--- config.mk ---
export PLATFORM = sky130hd
export DESIGN_NAME = mul_div_unit
export DESIGN_NICKNAME = d
export VERILOG_FILES = /design/src/rtl/mdu_pkg.sv /design/src/rtl/mdu_step.sv /design/src/rtl/mul_div_unit.sv
export SDC_FILE = /design/constraint.sdc
export NUM_CORES = 1
export LEC_CHECK = 0
export CAP_MARGIN = 20
export CORE_MARGIN = 3
export CORE_UTILIZATION = 35
export DETAILED_ROUTE_END_ITERATION = 8
export PLACE_DENSITY = 0.59
export SYNTH_ARGS = -nofsm -noshare
export SYNTH_HDL_FRONTEND = slang
export SYNTH_HIERARCHICAL = 1
export SYNTH_SLANG_ARGS = --single-unit
--- constraint.sdc ---
create_clock -name clk -period 10.1 [get_ports clk]
set_input_delay 1.515 -clock clk [delete_from_list [all_inputs] [get_ports clk]]
set_output_delay 1.515 -clock clk [all_outputs]
set_load 0.02 [all_outputs]
--- src/rtl/mdu_pkg.sv ---
// Shared types and helpers for the multiply/divide unit: op and state encodings plus a
// width-parametrised two's-complement negate/abs used by the sign fixups.
package mdu_pkg;

  localparam int unsigned OpWidth  = 3;
  // Widest datapath the helpers handle; callers truncate the result to their own width.
  localparam int unsigned MaxWidth = 128;

  typedef enum logic [OpWidth-1:0] {
    OpMult  = 3'b000,
    OpMultu = 3'b001,
    OpDiv   = 3'b010,
    OpDivu  = 3'b011,
    OpMthi  = 3'b100,
    OpMtlo  = 3'b101,
    OpNop6  = 3'b110,
    OpNop7  = 3'b111
  } op_e;

  typedef enum logic [1:0] {
    StIdle = 2'b00,
    StRun  = 2'b01,
    StFix  = 2'b10
  } state_e;

  function automatic logic [MaxWidth-1:0] cond_neg(input logic [MaxWidth-1:0] x,
                                                   input logic                neg,
                                                   input int unsigned         width);
    logic [MaxWidth-1:0] mask;
    mask = (MaxWidth'(1) << width) - MaxWidth'(1);
    return (neg ? (~x + MaxWidth'(1)) : x) & mask;
  endfunction

  function automatic logic [MaxWidth-1:0] abs_w(input logic [MaxWidth-1:0] x,
                                                input logic                is_signed,
                                                input int unsigned         width);
    return cond_neg(x, is_signed && x[width-1], width);
  endfunction

endpackage

--- src/rtl/mdu_step.sv ---
// One iteration of the iterative datapath: shift-add for multiply (LSB first) or a
// restoring shift-subtract for divide. Quotient bits accumulate in the low half.
module mdu_step #(
  parameter int unsigned WIDTH = 32
) (
  input  logic               is_div_i,
  input  logic [2*WIDTH-1:0] acc_i,
  input  logic [WIDTH-1:0]   opnd_i,
  output logic [2*WIDTH-1:0] acc_o
);

  logic [WIDTH:0]   sum;
  logic [WIDTH:0]   diff;
  logic [2*WIDTH:0] shl;

  always_comb begin
    sum  = {1'b0, acc_i[2*WIDTH-1:WIDTH]} + {1'b0, opnd_i};
    shl  = {acc_i, 1'b0};
    // Partial remainder is below the divisor, so after the shift it fits in WIDTH+1 bits.
    diff = shl[2*WIDTH:WIDTH] - {1'b0, opnd_i};
    if (!is_div_i) begin
      if (acc_i[0]) begin
        acc_o = {sum, acc_i[WIDTH-1:1]};
      end else begin
        acc_o = {1'b0, acc_i[2*WIDTH-1:1]};
      end
    end else if (!diff[WIDTH]) begin
      acc_o = {diff[WIDTH-1:0], shl[WIDTH-1:1], 1'b1};
    end else begin
      acc_o = shl[2*WIDTH-1:0];
    end
  end

endmodule

--- src/rtl/mul_div_unit.sv ---
// Multi-cycle multiply/divide unit with HI/LO registers: magnitudes are latched in IDLE,
// iterated one bit per cycle in RUN, and sign-corrected and written back in FIX.
module mul_div_unit
  import mdu_pkg::*;
#(
  parameter int unsigned WIDTH = 32
) (
  input  logic             clk,
  input  logic             reset,
  input  logic             start,
  input  logic [2:0]       op,
  input  logic [WIDTH-1:0] a,
  input  logic [WIDTH-1:0] b,
  output logic             busy,
  output logic             done,
  output logic [WIDTH-1:0] hi,
  output logic [WIDTH-1:0] lo
);

  localparam int unsigned CntW = $clog2(WIDTH);
  localparam int unsigned AccW = 2 * WIDTH;

  state_e            state_q, state_d;
  logic [CntW-1:0]   cnt_q, cnt_d;
  logic              is_div_q, is_div_d;
  logic              neg_q, neg_d;
  logic              neg_rem_q, neg_rem_d;
  logic              div0_q, div0_d;
  logic [AccW-1:0]   acc_q, acc_d;
  logic [WIDTH-1:0]  opnd_q, opnd_d;
  logic [WIDTH-1:0]  hi_q, hi_d;
  logic [WIDTH-1:0]  lo_q, lo_d;
  logic              done_q, done_d;

  op_e               op_in;
  logic              signed_op;
  logic [WIDTH-1:0]  a_mag, b_mag;
  logic [AccW-1:0]   acc_step;
  logic [AccW-1:0]   fix_val;

  assign op_in = op_e'(op);

  mdu_step #(
    .WIDTH(WIDTH)
  ) u_step (
    .is_div_i(is_div_q),
    .acc_i   (acc_q),
    .opnd_i  (opnd_q),
    .acc_o   (acc_step)
  );

  always_comb begin
    signed_op = (op_in == OpMult) || (op_in == OpDiv);
    a_mag     = WIDTH'(abs_w(MaxWidth'(a), signed_op, WIDTH));
    b_mag     = WIDTH'(abs_w(MaxWidth'(b), signed_op, WIDTH));
  end

  // Remainder follows the dividend's sign, which also reproduces raw a on divide by zero.
  always_comb begin
    fix_val = '0;
    if (is_div_q) begin
      fix_val[WIDTH-1:0]    = div0_q ? '1 :
                              WIDTH'(cond_neg(MaxWidth'(acc_q[WIDTH-1:0]), neg_q, WIDTH));
      fix_val[AccW-1:WIDTH] = WIDTH'(cond_neg(MaxWidth'(acc_q[AccW-1:WIDTH]), neg_rem_q,
                                              WIDTH));
    end else begin
      fix_val = AccW'(cond_neg(MaxWidth'(acc_q), neg_q, AccW));
    end
  end

  always_comb begin
    state_d   = state_q;
    cnt_d     = cnt_q;
    is_div_d  = is_div_q;
    neg_d     = neg_q;
    neg_rem_d = neg_rem_q;
    div0_d    = div0_q;
    acc_d     = acc_q;
    opnd_d    = opnd_q;
    hi_d      = hi_q;
    lo_d      = lo_q;
    done_d    = 1'b0;
    case (state_q)
      StIdle: begin
        if (start) begin
          case (op_in)
            OpMult, OpMultu: begin
              state_d   = StRun;
              cnt_d     = '0;
              is_div_d  = 1'b0;
              acc_d     = {{WIDTH{1'b0}}, b_mag};
              opnd_d    = a_mag;
              neg_d     = signed_op && (a[WIDTH-1] ^ b[WIDTH-1]);
              neg_rem_d = 1'b0;
              div0_d    = 1'b0;
            end
            OpDiv, OpDivu: begin
              state_d   = StRun;
              cnt_d     = '0;
              is_div_d  = 1'b1;
              acc_d     = {{WIDTH{1'b0}}, a_mag};
              opnd_d    = b_mag;
              neg_d     = signed_op && (a[WIDTH-1] ^ b[WIDTH-1]);
              neg_rem_d = signed_op && a[WIDTH-1];
              div0_d    = (b == '0);
            end
            OpMthi:  hi_d = a;
            OpMtlo:  lo_d = a;
            default: ;
          endcase
        end
      end
      StRun: begin
        acc_d = acc_step;
        cnt_d = cnt_q + 1'b1;
        if (cnt_q == CntW'(WIDTH - 1)) begin
          state_d = StFix;
        end
      end
      StFix: begin
        hi_d    = fix_val[AccW-1:WIDTH];
        lo_d    = fix_val[WIDTH-1:0];
        done_d  = 1'b1;
        state_d = StIdle;
      end
      default: state_d = StIdle;
    endcase
  end

  always_ff @(posedge clk or posedge reset) begin
    if (reset) begin
      state_q   <= StIdle;
      cnt_q     <= '0;
      is_div_q  <= 1'b0;
      neg_q     <= 1'b0;
      neg_rem_q <= 1'b0;
      div0_q    <= 1'b0;
      acc_q     <= '0;
      opnd_q    <= '0;
      hi_q      <= '0;
      lo_q      <= '0;
      done_q    <= 1'b0;
    end else begin
      state_q   <= state_d;
      cnt_q     <= cnt_d;
      is_div_q  <= is_div_d;
      neg_q     <= neg_d;
      neg_rem_q <= neg_rem_d;
      div0_q    <= div0_d;
      acc_q     <= acc_d;
      opnd_q    <= opnd_d;
      hi_q      <= hi_d;
      lo_q      <= lo_d;
      done_q    <= done_d;
    end
  end

  assign busy = (state_q != StIdle);
  assign done = done_q;
  assign hi   = hi_q;
  assign lo   = lo_q;

endmodule

==> impl_results.md, run 1 <==
* Sequential standard cell area at ~4300 um2
* Seq pwr share at between 20% and 30%
* #FFs+latches synth at around 170
* CP max FO at 36
* Hold Path Cell Cnt at 2
* Clock power share at under 10%
* Syn Nets at between 2000 and 2500
* CP Capture Type: register
* Chip Height at 216.6 um
* Clock sink total at roughly 170
* Startpoint Class: register
* CTS resizes at 0
* Footprint of the multi-input gates at 10530 um2
* FILL cells at 4397
* H-Tree Depth at 4
* First-pass GRT wire length at roughly 95000 um
* CP required at ~10 ns
* Hold Violations, Final at 0
* Layout Skew at about 0.018 ns
* Register area share after synthesis at between 20% and 30%
* Synth top area share at between 20% and 30%
* Top_reg_cell synth: dfrtp_1
* Die X at approximately 220 um
* Most frequent cells in the layout: a21oi_1, nand2_1, dfrtp_1
* Drt via density at between 6 and 7
* Yosys top cell by area: dfrtp_1
* Switching Share at a little over half
* Clock buffer depth at 2
* CTS root buf: clkbuf_16
* IO Count at around 140
* Final Max Tran Viols at 0
* Final ANT Viol Nets at 0
* Critical path class: register to register
* Combinational share of power at 69.0%
* Hold Worst Slack at 0.4852 ns
* Register clock-pin slew on the reported worst setup and hold paths at about 0.08 ns
* Post-route DRC at 0
* Grt ovf at 0
* Unrepaired setup endpoints after global routing: no
* Share of layout cells above drive strength 1 at 7.136%
* Vias in the first global route at roughly 15000
* Port buffer count at ~140
* Post-synth ARST share at between 90% and 100%
* Relative slew margins at between 20% and 30%
* Cell Area, Synth at approximately 16000 um2
* Clk_lat worst skew at 0.47 ns
* Area Growth Syn to Fin at 15.79%
* CTS buffer count at 17
* Syn Area/Cell at 8.041 um2
* Synth unique cells at 85
* Final period utilization at slightly above 50%
* Final wirelength at 64090 um
* Reg2reg path depth at 14
* DR vias at approximately 16000
* CTS Hold Bufs at 0
* Worst EP arrival at around 5.5 ns
* Area after DPL at around 17000 um2
* Leakage at between 7 and 8 nW
* Fmax at roughly 190 MHz
* P_int at 3.566 mW
* Starting Density at a little over a third
* P per Cell Area at approximately 420 nW/um2
* Core Area at roughly 43000 um2
* Net Switching at around 3.9 mW
* Rows at 76
* Pin count of the biggest net entering global routing at between 70 and 80
* Max-capacitance violation count at 0
* All-layer global routing usage at a little over a quarter
* Post-CTS Setup Inserts at 0
* Setup violators final at 0
* Post-synth EDFFs at 0
* Wirelength per Cell at 24.75 um
* Max IR drop VDD at about 0.22 mV
* Die ar. at around 47000 um2
* Pre-antenna DRT Iters at 6
* Worst-margin pin slew at approximately 1.1 ns
* Cells after Synth at a little under 2000
* Largest cells by area after synthesis: dfrtp_1, a21oi_1, xnor2_1, ha_1, nand2_1
* Outcome: complete, no violations
* Leading cell type in the layout, fill and taps excluded: a21oi_1
* Syn. warnings at 6
* Initial antenna violation count at 0
* Final RePlAce weighted congestion at 0.9698
* Setup TNS at 0 ns
* Tmin final at just over 5 ns
* Final nets at 2133
* Final Util at around 41%
* Min-Delay Path Class: register to register
* CTS tree: yes
* Drt initial violations at between 2000 and 2500
* DP HPWL at 48610 um
* Finished Cell Area at roughly 18000 um2
[layer usage]
metal	routed length (um)	GRT usage, %	up-vias	part of all wire (%)
met5	0	0	-	0
met4	1821	7.770	0	2.8
met3	6399	6.296	90	10
met2	27340	38.65	815	43
met1	28540	38.55	7949	45
li1	-	-	7313	-
[metrics by stage]
| stage | power [mW] | cells | worst slack, ns |
|---|---|---|---|
| after floorplan | 5.068 | 1931 | 3.925 |
| after global placement | 6.641 | 2556 | 5.152 |
| after detailed placement | 6.690 | 2557 | 5.009 |
| after CTS | 7.389 | 2589 | 4.999 |
| after global routing | 8.006 | 2589 | 4.650 |
| final | 7.500 | 2590 | 4.939 |
[registers in the layout, indices dropped and copies added, names as in the netlist, 2 cells and up]
name,count
lo,32
cnt_q,5
state_q,2
opnd_q,32
acc_q,64
hi,32
[final cells by class]
| class | instances | share of cell area [%] |
|---|---|---|
| Antenna cell | 1 | 0.01392 |
| Clock buffer | 20 | 2.596 |
| Clock inverter | 12 | 0.6263 |
| Inverter | 67 | 1.427 |
| Multi-Input combinational cell | 1569 | 58.58 |
| Sequential cell | 172 | 23.96 |
| Tap cell | 585 | 4.071 |
| Timing Repair Buffer | 164 | 8.727 |
[power by group through the flow]
| stage | clock [mW] | sequential, mW | combinational, mW |
|---|---|---|---|
| after detailed placement | 0 | 1.64 | 5.05 |
| after CTS | 0.684 | 1.63 | 5.08 |
| after global placement | 0 | 1.63 | 5.01 |
| after global routing | 0.712 | 1.68 | 5.61 |
| final | 0.680 | 1.65 | 5.17 |
| after floorplan | 0 | 1.48 | 3.59 |
[kinds of logic after synthesis]
family,count (synthesis),share of synthesized area [%]
AO/OA/AOI/OAI,665,27.62
AND/OR/NAND/NOR,579,18.61
buffers and inverters,190,4.762
flip-flops,172,27.72
XOR/XNOR,166,9.363
multiplexers,87,6.027
adder cells (fa/ha/maj),72,5.898
[Yosys cell counts (26+ instances only)]
master	instances
a21oi_1	186
nand2_1	175
dfrtp_1	172
o21ai_0	128
nor2_1	123
clkbuf_1	111
xnor2_1	105
ha_1	70
inv_1	64
xor2_1	61
mux2_2	51
nand3_1	44
a31oi_1	38
nor3_1	38
mux2i_1	35
a211oi_1	34
o22ai_1	34
a22o_1	33
nor2b_1	31
nor4_1	28
a22oi_1	26
o221ai_1	26
[worst paths after layout]
check,slack (ns),startpoint,to
max,4.94,acc_q[31],acc_q[51]
min,0.49,lo[8],lo[8]
max reg2reg,4.94,acc_q[31],acc_q[51]
min reg2reg,0.49,lo[8],lo[8]
max in group asynchronous,7.16,reset,is_div_q
min in group asynchronous,1.46,reset,lo[11]
[critical path, cell delays in order (launching register included)]
cell and delay (ns):
dfrtp_1 0.48, inv_1 0.11, ha_1 0.20, fa_1 0.22, nand2b_1 0.14, a21oi_1 0.11
a2111oi_0 0.82, o21a_1 0.32, nor3_2 0.09, o211ai_1 0.27, mux2i_1 0.63, and2_2 1.01
mux2i_1 0.29, a22oi_1 0.11, a22o_1 0.24
Power figures use the tool's default switching activity.
==> inputs of run 2 (changes only) <==
Clock period 10.1 ns to 5.1 ns, I/O delays scaled along.
==> run 2 against run 1 <==
Die area unchanged. Routed wire length decreased by 1.9%. Total power increased by 98%. Combinational power increased by 99%. Hold slack improved by 0.00063 ns. First-iteration DRC count decreased by 7.8%. Fmax is 20% higher. Count of clock-buffer cells in the layout shrank 1. Worst setup slack got worse by 4.1 ns. Critical path type unchanged.
==> impl_results.md, run 2 (synthesized netlist as in run 1, its figures left out) <==
* Outcome: complete, no violations (unchanged)
* Clock buffer depth at 2 (unchanged)
* Port buffer count at 135 (unchanged)
* Most frequent cells in the layout: a21oi_1, nand2_1, dfrtp_1 (unchanged)
* Clock sink total at 172 (unchanged)
* CP max FO at 21 (was 36)
* Vias in the first global route at 14730 (was 14650)
* Leakage at 7.324 nW (was 7.276 nW)
* Final RePlAce weighted congestion at 0.9438 (was 0.9698)
* Clock power share at 9.3% (was 9.1%)
* Relative slew margins at 19.76% (was 26.40%)
* Setup WS post-layout at 0.7947 ns (was 4.939 ns)
* Setup TNS at 0 ns (unchanged)
* Net Switching at 7.722 mW (was 3.934 mW)
* Starting Density at 35.73% (unchanged)
* Die X at 216.6 um (unchanged)
* Final period utilization at 84.42% (was 51.09%)
* Clk_lat worst skew at 0.47 ns (about the same)
* Post-CTS Setup Inserts at 0 (unchanged)
* Post-route DRC at 0 (unchanged)
* Min-Delay Path Class: register to register (unchanged)
* Tmin final at 4.305 ns (was 5.161 ns)
* P_int at 7.144 mW (was 3.566 mW)
* Worst EP arrival at 4.66 ns (was 5.52 ns)
* Max-capacitance violation count at 0 (unchanged)
* Pre-antenna DRT Iters at 6 (unchanged)
* Register clock-pin slew on the reported worst setup and hold paths at 0.07 ns (was 0.08 ns)
* Initial antenna violation count at 0 (unchanged)
* Core Area at 43460 um2 (unchanged)
* P per Cell Area at 821.7 nW/um2 (was 417.1 nW/um2)
* Share of layout cells above drive strength 1 at 7.505% (was 7.136%)
* Unrepaired setup endpoints after global routing: no (unchanged)
* Seq pwr share at 21.2% (was 22.0%)
* Fmax at 232.3 MHz (was 193.8 MHz)
* Leading cell type in the layout, fill and taps excluded: a21oi_1 (unchanged)
* Drt initial violations at 1878 (was 2037)
* IO Count at 136 (unchanged)
* H-Tree Depth at 4 (unchanged)
* Hold Violations, Final at 0 (unchanged)
* CTS buffer count at 17 (unchanged)
* Pre-CTS WS at 0.8456 ns (was 5.009 ns)
* CTS root buf: clkbuf_16 (unchanged)
* Area Growth Syn to Fin at 16.51% (was 15.79%)
* Max reg flops at 64 (unchanged)
* Final wirelength at 62860 um (was 64090 um)
* First-pass GRT wire length at 93740 um (was 95160 um)
* CP required at 5.45 ns (was 10.46 ns)
* Tot Pwr at 14.87 mW (was 7.500 mW)
* Chip Height at 216.6 um (unchanged)
* Final nets at 2141 (was 2133)
* Most flop-heavy register: acc_q (unchanged)
* Final ANT Viol Nets at 0 (unchanged)
* CTS Hold Bufs at 0 (unchanged)
* CP Capture Type: register (unchanged)
* FILL cells at 4372 (was 4397)
* Combinational share of power at 69.4% (was 69.0%)
* DR vias at 16020 (was 16170)
* CTS tree: yes (unchanged)
* Switching Share at 51.94% (was 52.45%)
* Rows at 76 (unchanged)
* Startpoint Class: register (unchanged)
* Wirelength per Cell at 24.20 um (was 24.75 um)
* Worst-margin pin slew at 1.188 ns (was 1.090 ns)
* Setup violators final at 0 (unchanged)
* CTS resizes at 0 (unchanged)
* DP HPWL at 48180 um (was 48610 um)
* Drt via density at 6.169 (was 6.242)
* Critical path class: register to register (unchanged)
* Final Max Tran Viols at 0 (unchanged)
* Layout Skew at 0.01781 ns (was 0.01791 ns)
* Pin count of the biggest net entering global routing at 93 (was 71)
* Max IR drop VDD at 0.3481 mV (was 0.2173 mV)
* ANT cells at 0 (was 1)
* All-layer global routing usage at 25.92% (was 26.44%)
* Die ar. at 46930 um2 (unchanged)
* Grt ovf at 0 (unchanged)
[run 2: changes by cell type in the layout (fill, tap and decap cells not counted), sizes merged]
| cell | change |
|---|---|
| buf | +8 |
| clkbuf | -1 |
| clkinv | -2 |
| clkinvlp | +2 |
| diode | -1 |
| inv | +1 |
[run 2: power by group through the flow]
stage / registers [mW] / clock network, mW / logic, mW
6_report: 3.16 / 1.39 / 10.3
5_1_grt: 3.23 / 1.45 / 11.2
4_1_cts: 3.12 / 1.40 / 10.2
3_5_place_dp: 3.15 / 0 / 10.1
3_3_place_gp: 3.12 / 0 / 10.1
2_1_floorplan: 2.93 / 0 / 7.10
[run 2: layout make-up]
type	count	area, um2	share of cell area [%]
Clock buffer	19	452.9	2.504
Sequential cell	172	4308	23.81
Tap cell	585	732.0	4.046
Clock inverter	13	156.4	0.8645
Timing Repair Buffer	172	1654	9.143
Inverter	67	255.2	1.411
Multi-Input combinational cell	1569	10530	58.22
[run 2: stage by stage]
step	std cells	utilization, %	area (um2)	hold slack, ns
after floorplan	1931	-	15530	0.4725
after global placement	2565	40.23	17480	0.4701
after detailed placement	2565	40.23	17480	0.4780
after CTS	2597	41.63	18090	0.4949
after global routing	2597	41.63	18090	0.5127
final	2597	41.63	18090	0.4859
[run 2: path summary, 6_finish.rpt]
path	cells after the start	start	slack, ns	endpoint
worst max-delay path	14	acc_q[34]	0.79	acc_q[51]
worst min-delay path	2	lo[4]	0.49	lo[4]
worst max register to register	14	acc_q[34]	0.79	acc_q[51]
worst min register to register	2	lo[4]	0.49	lo[4]
max in group asynchronous	3	reset	3.19	acc_q[16]
min in group asynchronous	2	reset	0.79	lo[4]
[run 2: critical path, cell delays in order (launching register included)]
cell and delay, ns:
dfrtp_1 0.60, ha_1 0.37, o211ai_1 0.18, a21oi_1 0.10, a2111oi_0 0.58, o21a_1 0.28, nor3_2 0.08, o211ai_1 0.24
mux2i_1 0.22, buf_4 0.18, and2_2 0.54, buf_12 0.25, mux2i_1 0.20, a22oi_1 0.11, a22o_1 0.25
[run 2: routing by layer]
| layer | vias up | track usage (%) | wire, um |
|---|---|---|---|
| met1 | 7806 | 36.98 | 27850 |
| met2 | 786 | 38.31 | 26830 |
| met3 | 106 | 5.791 | 5924 |
| li1 | 7323 | - | - |
| met5 | - | 0 | 0 |
| met4 | 0 | 9.389 | 2257 |
